$ cat config.mk
export PLATFORM = sky130hd
export DESIGN_NAME = uart_rx
export DESIGN_NICKNAME = d
export VERILOG_FILES = /design/src/rtl/uart_pkg.sv /design/src/rtl/sync_2ff.sv /design/src/rtl/uart_rx.sv
export SDC_FILE = /design/constraint.sdc
export NUM_CORES = 1
export LEC_CHECK = 0
export ABC_AREA = 1
export BUFFER_PORTS_ARGS = -buffer_cell sky130_fd_sc_hd__buf_2
export CAP_MARGIN = 15
export CORE_MARGIN = 3
export CORE_UTILIZATION = 60
export CTS_CLUSTER_DIAMETER = 40
export DETAILED_ROUTE_END_ITERATION = 16
export PLACE_DENSITY = 0.89
export SLEW_MARGIN = 40
export SYNTH_ARGS = -nofsm -noshare
export SYNTH_HDL_FRONTEND = slang
export SYNTH_SLANG_ARGS = --single-unit
$ cat constraint.sdc
create_clock -name clk -period 2.4 [get_ports clk]
set_input_delay 0.12 -clock clk [delete_from_list [all_inputs] [get_ports clk]]
set_output_delay 0.12 -clock clk [all_outputs]
set_load 0.05 [all_outputs]
$ cat src/rtl/uart_pkg.sv
// Shared UART definitions: receiver state encoding and oversampling constants.
package uart_pkg;

  localparam logic [2:0] ST_IDLE   = 3'd0;
  localparam logic [2:0] ST_START  = 3'd1;
  localparam logic [2:0] ST_DATA   = 3'd2;
  localparam logic [2:0] ST_PARITY = 3'd3;
  localparam logic [2:0] ST_STOP   = 3'd4;
  localparam logic [2:0] ST_BREAK  = 3'd5;

  typedef enum logic [2:0] {
    S_IDLE   = ST_IDLE,
    S_START  = ST_START,
    S_DATA   = ST_DATA,
    S_PARITY = ST_PARITY,
    S_STOP   = ST_STOP,
    S_BREAK  = ST_BREAK
  } rx_state_e;

  localparam int OVERSAMPLE = 16;
  localparam int MID_SAMPLE = 7;

endpackage

$ cat src/rtl/sync_2ff.sv
// Two-flop synchroniser for asynchronous inputs; reset value chosen per input (idle level).
module sync_2ff #(
  parameter int               WIDTH   = 1,
  parameter logic [WIDTH-1:0] RST_VAL = '0
) (
  input  logic             clk,
  input  logic             reset,
  input  logic [WIDTH-1:0] d,
  output logic [WIDTH-1:0] q
);

  logic [WIDTH-1:0] meta_q;
  logic [WIDTH-1:0] sync_q;

  always_ff @(posedge clk or posedge reset) begin
    if (reset) begin
      meta_q <= RST_VAL;
      sync_q <= RST_VAL;
    end else begin
      meta_q <= d;
      sync_q <= meta_q;
    end
  end

  assign q = sync_q;

endmodule

$ cat src/rtl/uart_rx.sv
// 16x-oversampled UART receiver with optional parity, break handling and a
// single-word valid/ready holding register.
module uart_rx
  import uart_pkg::*;
#(
  parameter int DATA_BITS  = 8,
  parameter int PARITY_EN  = 0,
  parameter int PARITY_ODD = 0
) (
  input  logic                 clk,
  input  logic                 reset,
  input  logic                 oversample_tick,
  input  logic                 rx,
  output logic [DATA_BITS-1:0] rx_data,
  output logic                 rx_valid,
  input  logic                 rx_ready,
  output logic                 frame_err,
  output logic                 parity_err,
  output logic                 overrun
);

  logic rx_s;

  sync_2ff #(.WIDTH(1), .RST_VAL(1'b1)) u_rx_sync (
    .clk   (clk),
    .reset (reset),
    .d     (rx),
    .q     (rx_s)
  );

  rx_state_e            state_q, state_d;
  logic [3:0]           cnt_q, cnt_d, cnt_inc;
  logic [2:0]           idx_q, idx_d;
  logic [DATA_BITS-1:0] shift_q, shift_d;
  logic                 par_err_q, par_err_d;
  logic [DATA_BITS-1:0] rx_data_q, rx_data_d;
  logic                 rx_valid_q, rx_valid_d;
  logic                 frame_err_q, frame_err_d;
  logic                 parity_err_q, parity_err_d;
  logic                 overrun_q, overrun_d;
  logic                 frame_done;
  logic                 accept;

  always_comb begin
    state_d      = state_q;
    cnt_d        = cnt_q;
    idx_d        = idx_q;
    shift_d      = shift_q;
    par_err_d    = par_err_q;
    rx_data_d    = rx_data_q;
    rx_valid_d   = rx_valid_q;
    frame_err_d  = frame_err_q;
    parity_err_d = parity_err_q;
    overrun_d    = 1'b0;
    frame_done   = 1'b0;
    cnt_inc      = cnt_q + 4'd1;
    accept       = rx_valid_q & rx_ready;

    if (oversample_tick) begin
      // Counter wraps 15 -> 0, so each bit slot restarts the count by itself.
      cnt_d = cnt_inc;
      unique case (state_q)
        S_IDLE: begin
          cnt_d = '0;
          idx_d = '0;
          if (!rx_s) state_d = S_START;
        end
        S_START: begin
          if (cnt_inc == 4'(MID_SAMPLE)) begin
            cnt_d   = '0;
            state_d = rx_s ? S_IDLE : S_DATA;
          end
        end
        S_DATA: begin
          if (cnt_q == 4'(OVERSAMPLE - 1)) begin
            shift_d = {rx_s, shift_q[DATA_BITS-1:1]};
            idx_d   = idx_q + 3'd1;
            if (idx_q == 3'(DATA_BITS - 1)) begin
              idx_d   = '0;
              state_d = (PARITY_EN != 0) ? S_PARITY : S_STOP;
            end
          end
        end
        S_PARITY: begin
          if (cnt_q == 4'(OVERSAMPLE - 1)) begin
            par_err_d = ((^shift_q) ^ rx_s) != (PARITY_ODD != 0);
            state_d   = S_STOP;
          end
        end
        S_STOP: begin
          if (cnt_q == 4'(OVERSAMPLE - 1)) begin
            frame_done = 1'b1;
            state_d    = rx_s ? S_IDLE : S_BREAK;
          end
        end
        S_BREAK: begin
          cnt_d = '0;
          if (rx_s) state_d = S_IDLE;
        end
        default: state_d = S_IDLE;
      endcase
    end

    // A completing frame may replace a word that is being accepted this cycle.
    if (frame_done) begin
      if (!rx_valid_q || accept) begin
        rx_data_d    = shift_q;
        frame_err_d  = ~rx_s;
        parity_err_d = (PARITY_EN != 0) & par_err_q;
        rx_valid_d   = 1'b1;
      end else begin
        overrun_d = 1'b1;
      end
    end else if (accept) begin
      rx_valid_d = 1'b0;
    end
  end

  always_ff @(posedge clk or posedge reset) begin
    if (reset) begin
      state_q      <= S_IDLE;
      cnt_q        <= '0;
      idx_q        <= '0;
      shift_q      <= '0;
      par_err_q    <= 1'b0;
      rx_data_q    <= '0;
      rx_valid_q   <= 1'b0;
      frame_err_q  <= 1'b0;
      parity_err_q <= 1'b0;
      overrun_q    <= 1'b0;
    end else begin
      state_q      <= state_d;
      cnt_q        <= cnt_d;
      idx_q        <= idx_d;
      shift_q      <= shift_d;
      par_err_q    <= par_err_d;
      rx_data_q    <= rx_data_d;
      rx_valid_q   <= rx_valid_d;
      frame_err_q  <= frame_err_d;
      parity_err_q <= parity_err_d;
      overrun_q    <= overrun_d;
    end
  end

  assign rx_data    = rx_data_q;
  assign rx_valid   = rx_valid_q;
  assign frame_err  = frame_err_q;
  assign parity_err = parity_err_q;
  assign overrun    = overrun_q;

endmodule
==> out/results.txt, run 1 <==
The flow ran to the end, and the final reports show no timing, DRC or antenna violations. The tools report the post-placement cell area as 1570 um2. Counting cells, the worst reg-to-reg path comes to 7.

In this run, post-CTS hold repair placed 2 buffers. The clock-pin slew of the registers on the worst-case setup and hold paths was 0.10 ns; the data arrival time of the critical path was 1.87 ns. Across the VDD grid, the largest voltage drop is 797 uV.

Registers take 778 um2. In the layout the commonest cells are 49 x nand2_1, 29 x dfrtp_1, 19 x inv_1. Along the worst hold path, the cell count comes to 2. The tools report the flop-to-flop setup slack as 0.75 ns. Once the clock tree was built, the setup fixing pass inserted 0 buffers. Setup violations remaining at the end of the flow were counted as 0.

Fill cells in the final layout number 162. After layout, the worst path uses 68.7% of the clock period. Combinational logic burns 27.4% of the power. After Yosys synthesis, full adders, half adders and majority gates account for 3.39% of the synthesized area. Dividing the detail-routed via count by the number of cells gives 5.16.

The most used flip-flop cell after synthesis was dfrtp_1. The routed design has 2480 um of wire. Setup repair after global routing left no endpoint under its margin.

Counting every net in the synthesized netlist gives 177. Sequential cells were found to cover 52.7% of the synthesized design area. Clock tree synthesis selected as its root buffer the cell clkbuf_4.

In this run the deepest clock path goes through 2 buffers. For this block, the initial DRC count from the detailed router was 22. The initial antenna violation count was 0; the gate count of the mapped netlist was 168.

The tools report the area of the placeable core as 2280 um2. The number of global-route vias before repair came out at 1052. Summing the areas of all and, or, nand and nor instances in the mapped netlist gives 24.7% of the synthesized area. Net switching share of the total power: 35.6%. The tools report the worst setup path startpoint as cnt_q[1]. Input and output buffers added on the ports amount to 15.

The highest clock rate is 606 MHz, and the die footprint is 3090 um2. Setup slack closes at 0.751 ns. Sequential cells burn 44.6% of the power. Summed over all layers, the global routing overflow is 0.

The switching power is 536 uW. The commonest non-fill, non-tap cell in the layout was nand2_1. The type of the setup path with the least slack was flop to flop. STA classifies the critical path startpoint as a flop. The synthesized cell area was 1480 um2. The type of the tightest min-delay check is input port to flop.

The tools report the capturing point of the worst reg2reg path as idx_q[0]. CTS saw 31 sinks. After detailed routing, the number of remaining DRC violations is 0. The fraction of layout instances using a drive strength above 1 was 25.1%; the number of max-cap violations was 0. Synthesis inferred 31 register bits. After clock tree synthesis, the repair step resized 0 gates. For the worst setup path, the data required time is 2.63 ns. After detailed routing, the average wire length per cell comes to 11.3 um. For the post-place setup slack, the log shows 0.769 ns. The die extent in y was 55.6 um. TritonCTS buffer count: 5. The xor and xnor fraction of the mapped netlist area was 0%; the maximum number of pins on one net before global-route repair was 32. The analysis attributes to cell leakage a power of 0.000848 uW. In this run the critical register-to-register path is launched from cnt_q[1]. The clock arrives with 0.0121 ns of skew.

After synthesis, the share of cell area in mux cells is 0%. The number of rows in the core area came out at 17. TritonCTS built the clock tree.

Counting flops with an async set or reset pin after synthesis yields a share of 100%. The total power divided by cell area works out to 898 nW/um2. For the internal power contribution, the log shows 970 uW.

Clock share of power: 28.0%. The dominant combinational cell family by area after synthesis is simple AND/OR/NAND/NOR gates. In the final timing run, aggregate negative setup slack is 0 ns. The finished cells cover 1680 um2.

Summing all multi-input logic gate instances after layout gives 588 um2. The count of final hold-check violations is 0, and the first-pass iteration count of the detailed router is 4. CTS built an H-tree with a depth of 2. The die extent in x was 55.6 um; the total global-route track usage was 18.0%. Count of antenna diodes in the layout: 0. The HPWL after detailed placement is 1840 um.

For this run, the number of Yosys warnings is 0. In this run the remaining antenna-violating nets after routing total 0. The number of pins with negative max-slew slack in the final report is 0, and the effective utilization at floorplan is 64.9%. 17 I/O pins were placed.

The critical path ends at idx_q[0]. In this run, synthesis inferred 0 flip-flops with an integrated enable. The total power is 1510 uW, and the later-pin clock latency in the skew report is 0.33 ns. At the end of the flow, the number of nets in the layout was 199. Detailed routing inserted a total of 1129 vias.

Synthesis instantiated 25 different standard cells from the library. Counting I/O delays and the setup requirement, the final critical path takes 1.65 ns. Dividing the synthesized area by the synthesized cell count gives 8.79 um2. The placer's final routability congestion estimate is 0.826. The synthesized netlist devotes 11.4% of its cell area to compound gates. The area growth from synthesis to layout is 13.6%.

STA classifies the critical path endpoint as a flop. Along the worst path, the maximum fanout reaches 17. The first global-routing pass estimated 4400 um of wire.
-- worst min-delay path by stage --
stage / from / end / slack [ns]
floorplan: rx / u_rx_sync.meta_q / 0.12
global placement: reset / overrun / 0.21
detailed placement: reset / overrun / 0.21
CTS: oversample_tick / cnt_q[2] / 0.06
global route: oversample_tick / cnt_q[3] / 0.08
finish: oversample_tick / cnt_q[2] / 0.07
-- final cells by class --
| class | count | area share, % |
|---|---|---|
| Multi-Input combinational cell | 111 | 35.1 |
| Inverter | 23 | 5.15 |
| Clock buffer | 6 | 3.06 |
| Timing Repair Buffer | 18 | 6.12 |
| Tap cell | 28 | 2.09 |
| Clock inverter | 2 | 2.09 |
| Sequential cell | 31 | 46.4 |
-- power groups by stage --
stage | Sequential, uW | Combinational (uW) | Clock [uW]
2_1_floorplan | 685 | 316 | 0
3_3_place_gp | 670 | 395 | 0
3_5_place_dp | 678 | 409 | 0
4_1_cts | 669 | 414 | 429
5_1_grt | 682 | 482 | 459
6_report | 671 | 413 | 422
-- state kept, by name, summed over array words and instances, names as in the netlist --
name,count
rx_valid,1
state_q,3
frame_err,1
u_rx_sync.q,1
rx_data,8
cnt_q,4
idx_q,3
u_rx_sync.meta_q,1
overrun,1
shift_q,8
-- routing by layer --
layer | GRT usage, % | wire, um
met1 | 22.2 | 1130
met2 | 29.9 | 1200
met3 | 6.03 | 107
met4 | 5.90 | 36
met5 | 0 | 0
-- critical path, stage by stage, from the launching register on --
cell and delay (ns):
dfrtp_1 0.42, ha_1 0.23, nand3_2 0.13, nor2_1 0.14, nand2_2 0.19, nand2_1 0.22
o21ai_1 0.10, o21a_1 0.11
-- kinds of logic after synthesis --
family / after synthesis
AOI/OAI and AO/OA: 26
adders and majority gates: 4
buffers and inverters: 26
DFF: 31
other: 1
and+or+nand+nor: 80
-- cells in the mapped netlist (3+ instances only) --
library cell	n	area [um2]
nand2_1	49	184
dfrtp_1	29	726
inv_1	19	71.3
o21ai_1	11	55.1
nor2_1	10	37.5
o21ai_2	9	78.8
nand3_1	7	35.0
ha_1	4	50.1
inv_2	4	15.0
nand4_1	4	25.0
nand2_2	3	18.8
o21ai_0	3	15.0
-- metrics by stage --
stage / util [%] / std cells / hold slack, ns
after detailed placement: 69.0 / 209 / 0.211
after global routing: 73.7 / 219 / 0.0751
after CTS: 73.7 / 219 / 0.0557
after global placement: 69.0 / 209 / 0.209
final: 73.7 / 219 / 0.0699
after floorplan: - / 168 / 0.124
Power figures use the tool's default switching activity.
==> run 2: changes to the inputs <==
--- a/config.mk
+++ b/config.mk
@@ -8,11 +8,12 @@
 export ABC_AREA = 1
 export BUFFER_PORTS_ARGS = -buffer_cell sky130_fd_sc_hd__buf_2
 export CAP_MARGIN = 15
+export CORE_ASPECT_RATIO = 0.5
 export CORE_MARGIN = 3
-export CORE_UTILIZATION = 60
+export CORE_UTILIZATION = 51
 export CTS_CLUSTER_DIAMETER = 40
 export DETAILED_ROUTE_END_ITERATION = 16
-export PLACE_DENSITY = 0.89
+export PLACE_DENSITY = 0.81
 export SLEW_MARGIN = 40
 export SYNTH_ARGS = -nofsm -noshare
 export SYNTH_HDL_FRONTEND = slang
==> constraint.sdc (replaced) <==
create_clock -name clk -period 1.42 [get_ports clk]
set_input_delay 0.071 -clock clk [delete_from_list [all_inputs] [get_ports clk]]
set_output_delay 0.071 -clock clk [all_outputs]
set_load 0.05 [all_outputs]
==> run 2 against run 1 <==
Compared with the run above: power up 90%; via count up 9.7%; sequential cell count unchanged; non-clock buffer count up 10; hold slack better by 0.0059 ns; die area up 17%; critical path type unchanged; clock power up 65%; setup slack worse by 0.73 ns; sequential power up 70%; routed wire length up 28%.
==> out/results.txt, run 2 (same netlist as run 1, synthesis figures left out) <==
The launching element type of the critical path was a flop. The count of fill cells added during filler insertion was 192 (+19%); the worst-path maximum fanout was 4 (-13). The tools report the clock tree root buffer cell as clkbuf_8. The number of max-cap violations is 0 (unchanged), and the core occupancy in the finished layout is 70.0% (-3.6 points). The commonest non-fill, non-tap cell in the layout was nand2_1.

The number of vias after detailed routing was 1238 (+9.7%); the fraction of layout instances using a drive strength above 1 was 35.1% (+10 points). From synthesis to final layout, the design area changed by 26.5%. Maximum vdd ir drop: 683 uV (-14%). The static leakage power is 0.000910 uW (+7.4%), and the data arrival time of the critical path is 1.57 ns (-0.30 ns). The flop-to-flop setup slack was 0.02 ns (-0.73 ns); the maximum number of pins on one net before global-route repair was 32 (unchanged). The worst setup path is of the flop to flop kind.

The data required time at the worst endpoint came out at 1.59 ns (-1.04 ns). Die extent in x: 82.1 um (+48%). The sum of negative setup slack was 0 ns (unchanged); the residual overflow from global routing was 0 (unchanged). The tools report the buffer levels on the longest clock path as 2 (unchanged).

The first-pass iteration count of the detailed router is 4 (unchanged), and the global-route wire length before repair is 5090 um (+16%). The run gives 18.8% (+0.80 points) as the total global-route track usage. The number of global-route vias before repair came out at 1199 (+14%). The number of rows in the core area is 13 (-4), and the clock-pin slew of the registers on the worst-case setup and hold paths is 0.06 ns (-0.04 ns). The post-placement cell area came out at 1640 um2 (+4.4%).

The number of pins with negative max-slew slack in the final report is 0 (unchanged), and the effective utilization at floorplan is 55.3% (-9.5 points). The tools report the H-tree depth reported by CTS as 2 (unchanged). Setup repair after global routing could not meet its margin everywhere. The average wire per standard cell came out at 13.3 um (+18%). Biggest cell delay along the critical path: 0.42 ns (about the same).

For the HPWL after detailed placement, the log shows 1930 um (+5.0%). The startpoint identified for the worst hold timing path is oversample_tick. The area of the placeable core was 2670 um2 (+17%); the final instance area was 1870 um2 (+11%). Leaving out fill and tap cells, the most frequent cells in the layout are 45 x nand2_1, 27 x dfrtp_1, 18 x inv_1. The min-delay analysis places its worst path in the category input port to flop.

The I/O pin count is 17 (unchanged). The run gives 0 (unchanged) as the count of antenna diodes in the layout. The run finished with clean final reports.

The placer's final routability congestion estimate is 0.832 (+0.75%), and the total length of routed wires is 3180 um (+28%). Clock sink total: 31 (unchanged). The buffer and inverter count on the worst path is 2 (+2). TritonCTS built the clock tree.

The initial detailed-routing violation count came out at 50 (+130%). Traced cell by cell, the critical path runs through buf_4 > nand3_1 > nand2_1 > nand2_1 > nand2_1 > nand2_2 > buf_4 > nand4_1 > nand2_1. The worst hold path terminates at cnt_q[2]. The final critical-path share of the clock period is 98.8% (+30 points). The tools report the initial antenna violation count as 0 (unchanged). The endpoint identified for the worst register-to-register timing path is state_q[1]. The worst clock skew on the final layout came out at 0.00416 ns (-0.00794 ns). The number of stages on the worst hold path came out at 2 (unchanged). Highest clock rate: 713 MHz (+18%). The remaining antenna violation count after routing came out at 0 (unchanged). The tools report the later-pin clock latency in the skew report as 0.28 ns (-0.05 ns).

Critical-path cell with the highest stage delay: dfrtp_1. The tools report the TritonCTS buffer count as 5 (unchanged). Count of final hold-check violations: 0 (unchanged).

The depth of the worst register-to-register path was 9 (+2). The count of input and output buffers is 15 (unchanged). The cell that appears most often on the critical path is nand2_1.

The worst setup path is captured at a flop. Total of endpoints with negative setup slack in the final report: 0 (unchanged). The die footprint came out at 3620 um2 (+17%).

The final critical delay including setup and external delays came out at 1.40 ns (-0.246 ns). The area occupied by multi-input gates was 653 um2 (+11%); the total power divided by cell area was 1530 nW/um2 (+70%). Register area: 781 um2 (+0.32%). The tools report the residual DRC count as 0 (unchanged). Vias per cell: 5.18 (+0.48%). The number of nets in the final layout is 211 (+6.0%). The die extent in y works out to 44.0 um (-21%). The kind of cell with the highest combined delay along the critical path is simple AND/OR/NAND/NOR gates. The beginning of the worst register-to-register path is cnt_q[0].
[run 2: layer usage]
layer  share of wire [%]  track usage, %
met5                   0               0
met4                 2.0            5.96
met1                  43            22.8
met2                  50            32.9
met3                 5.3            5.49
[run 2: power by group]
group / switching [uW] / internal (uW) / total (uW)
Clock: 317 / 380 / 697
Combinational: 605 / 420 / 1020
Sequential: 140 / 999 / 1140
[run 2: how the worst max path moves through the flow]
stage	from	to	slack, ns	cells past startpoint
2_1_floorplan	cnt_q[1]	frame_err	0.02	7
3_3_place_gp	cnt_q[0]	state_q[0]	0.07	9
3_5_place_dp	cnt_q[0]	rx_data[4]	-0.009	6
4_1_cts	cnt_q[0]	idx_q[0]	0.008	7
5_1_grt	cnt_q[1]	rx_data[1]	-0.04	7
6_report	cnt_q[0]	state_q[1]	0.02	9
[run 2: layout make-up]
type / count / share of cell area, %
tap: 37 / 2.48
inverter: 23 / 4.62
clock inverter: 1 / 0.268
timing repair buffer: 28 / 11.5
multi-input combinational: 113 / 35.0
sequential: 31 / 41.8
clock buffer: 6 / 4.42
[run 2: what timing repair did]
action	in CTS	in global routing
pin swaps	2	4
endpoints found under the setup margin	7	28
gates resized for setup	2	17
buffers inserted	1	3
cloned	2	0
hold buffers	2	0
endpoints found under the hold margin	30	0
[run 2: through the flow]
stage | total power [uW] | setup slack, ns | hold WS, ns | std cells
after floorplan | 1690 | 0.0154 | 0.0755 | 168
after global placement | 1900 | 0.0663 | 0.113 | 224
after detailed placement | 1930 | -0.00927 | 0.129 | 224
after CTS | 2630 | 0.00760 | 0.0615 | 236
after global routing | 3030 | -0.0375 | 0.0830 | 239
final | 2860 | 0.0174 | 0.0758 | 239
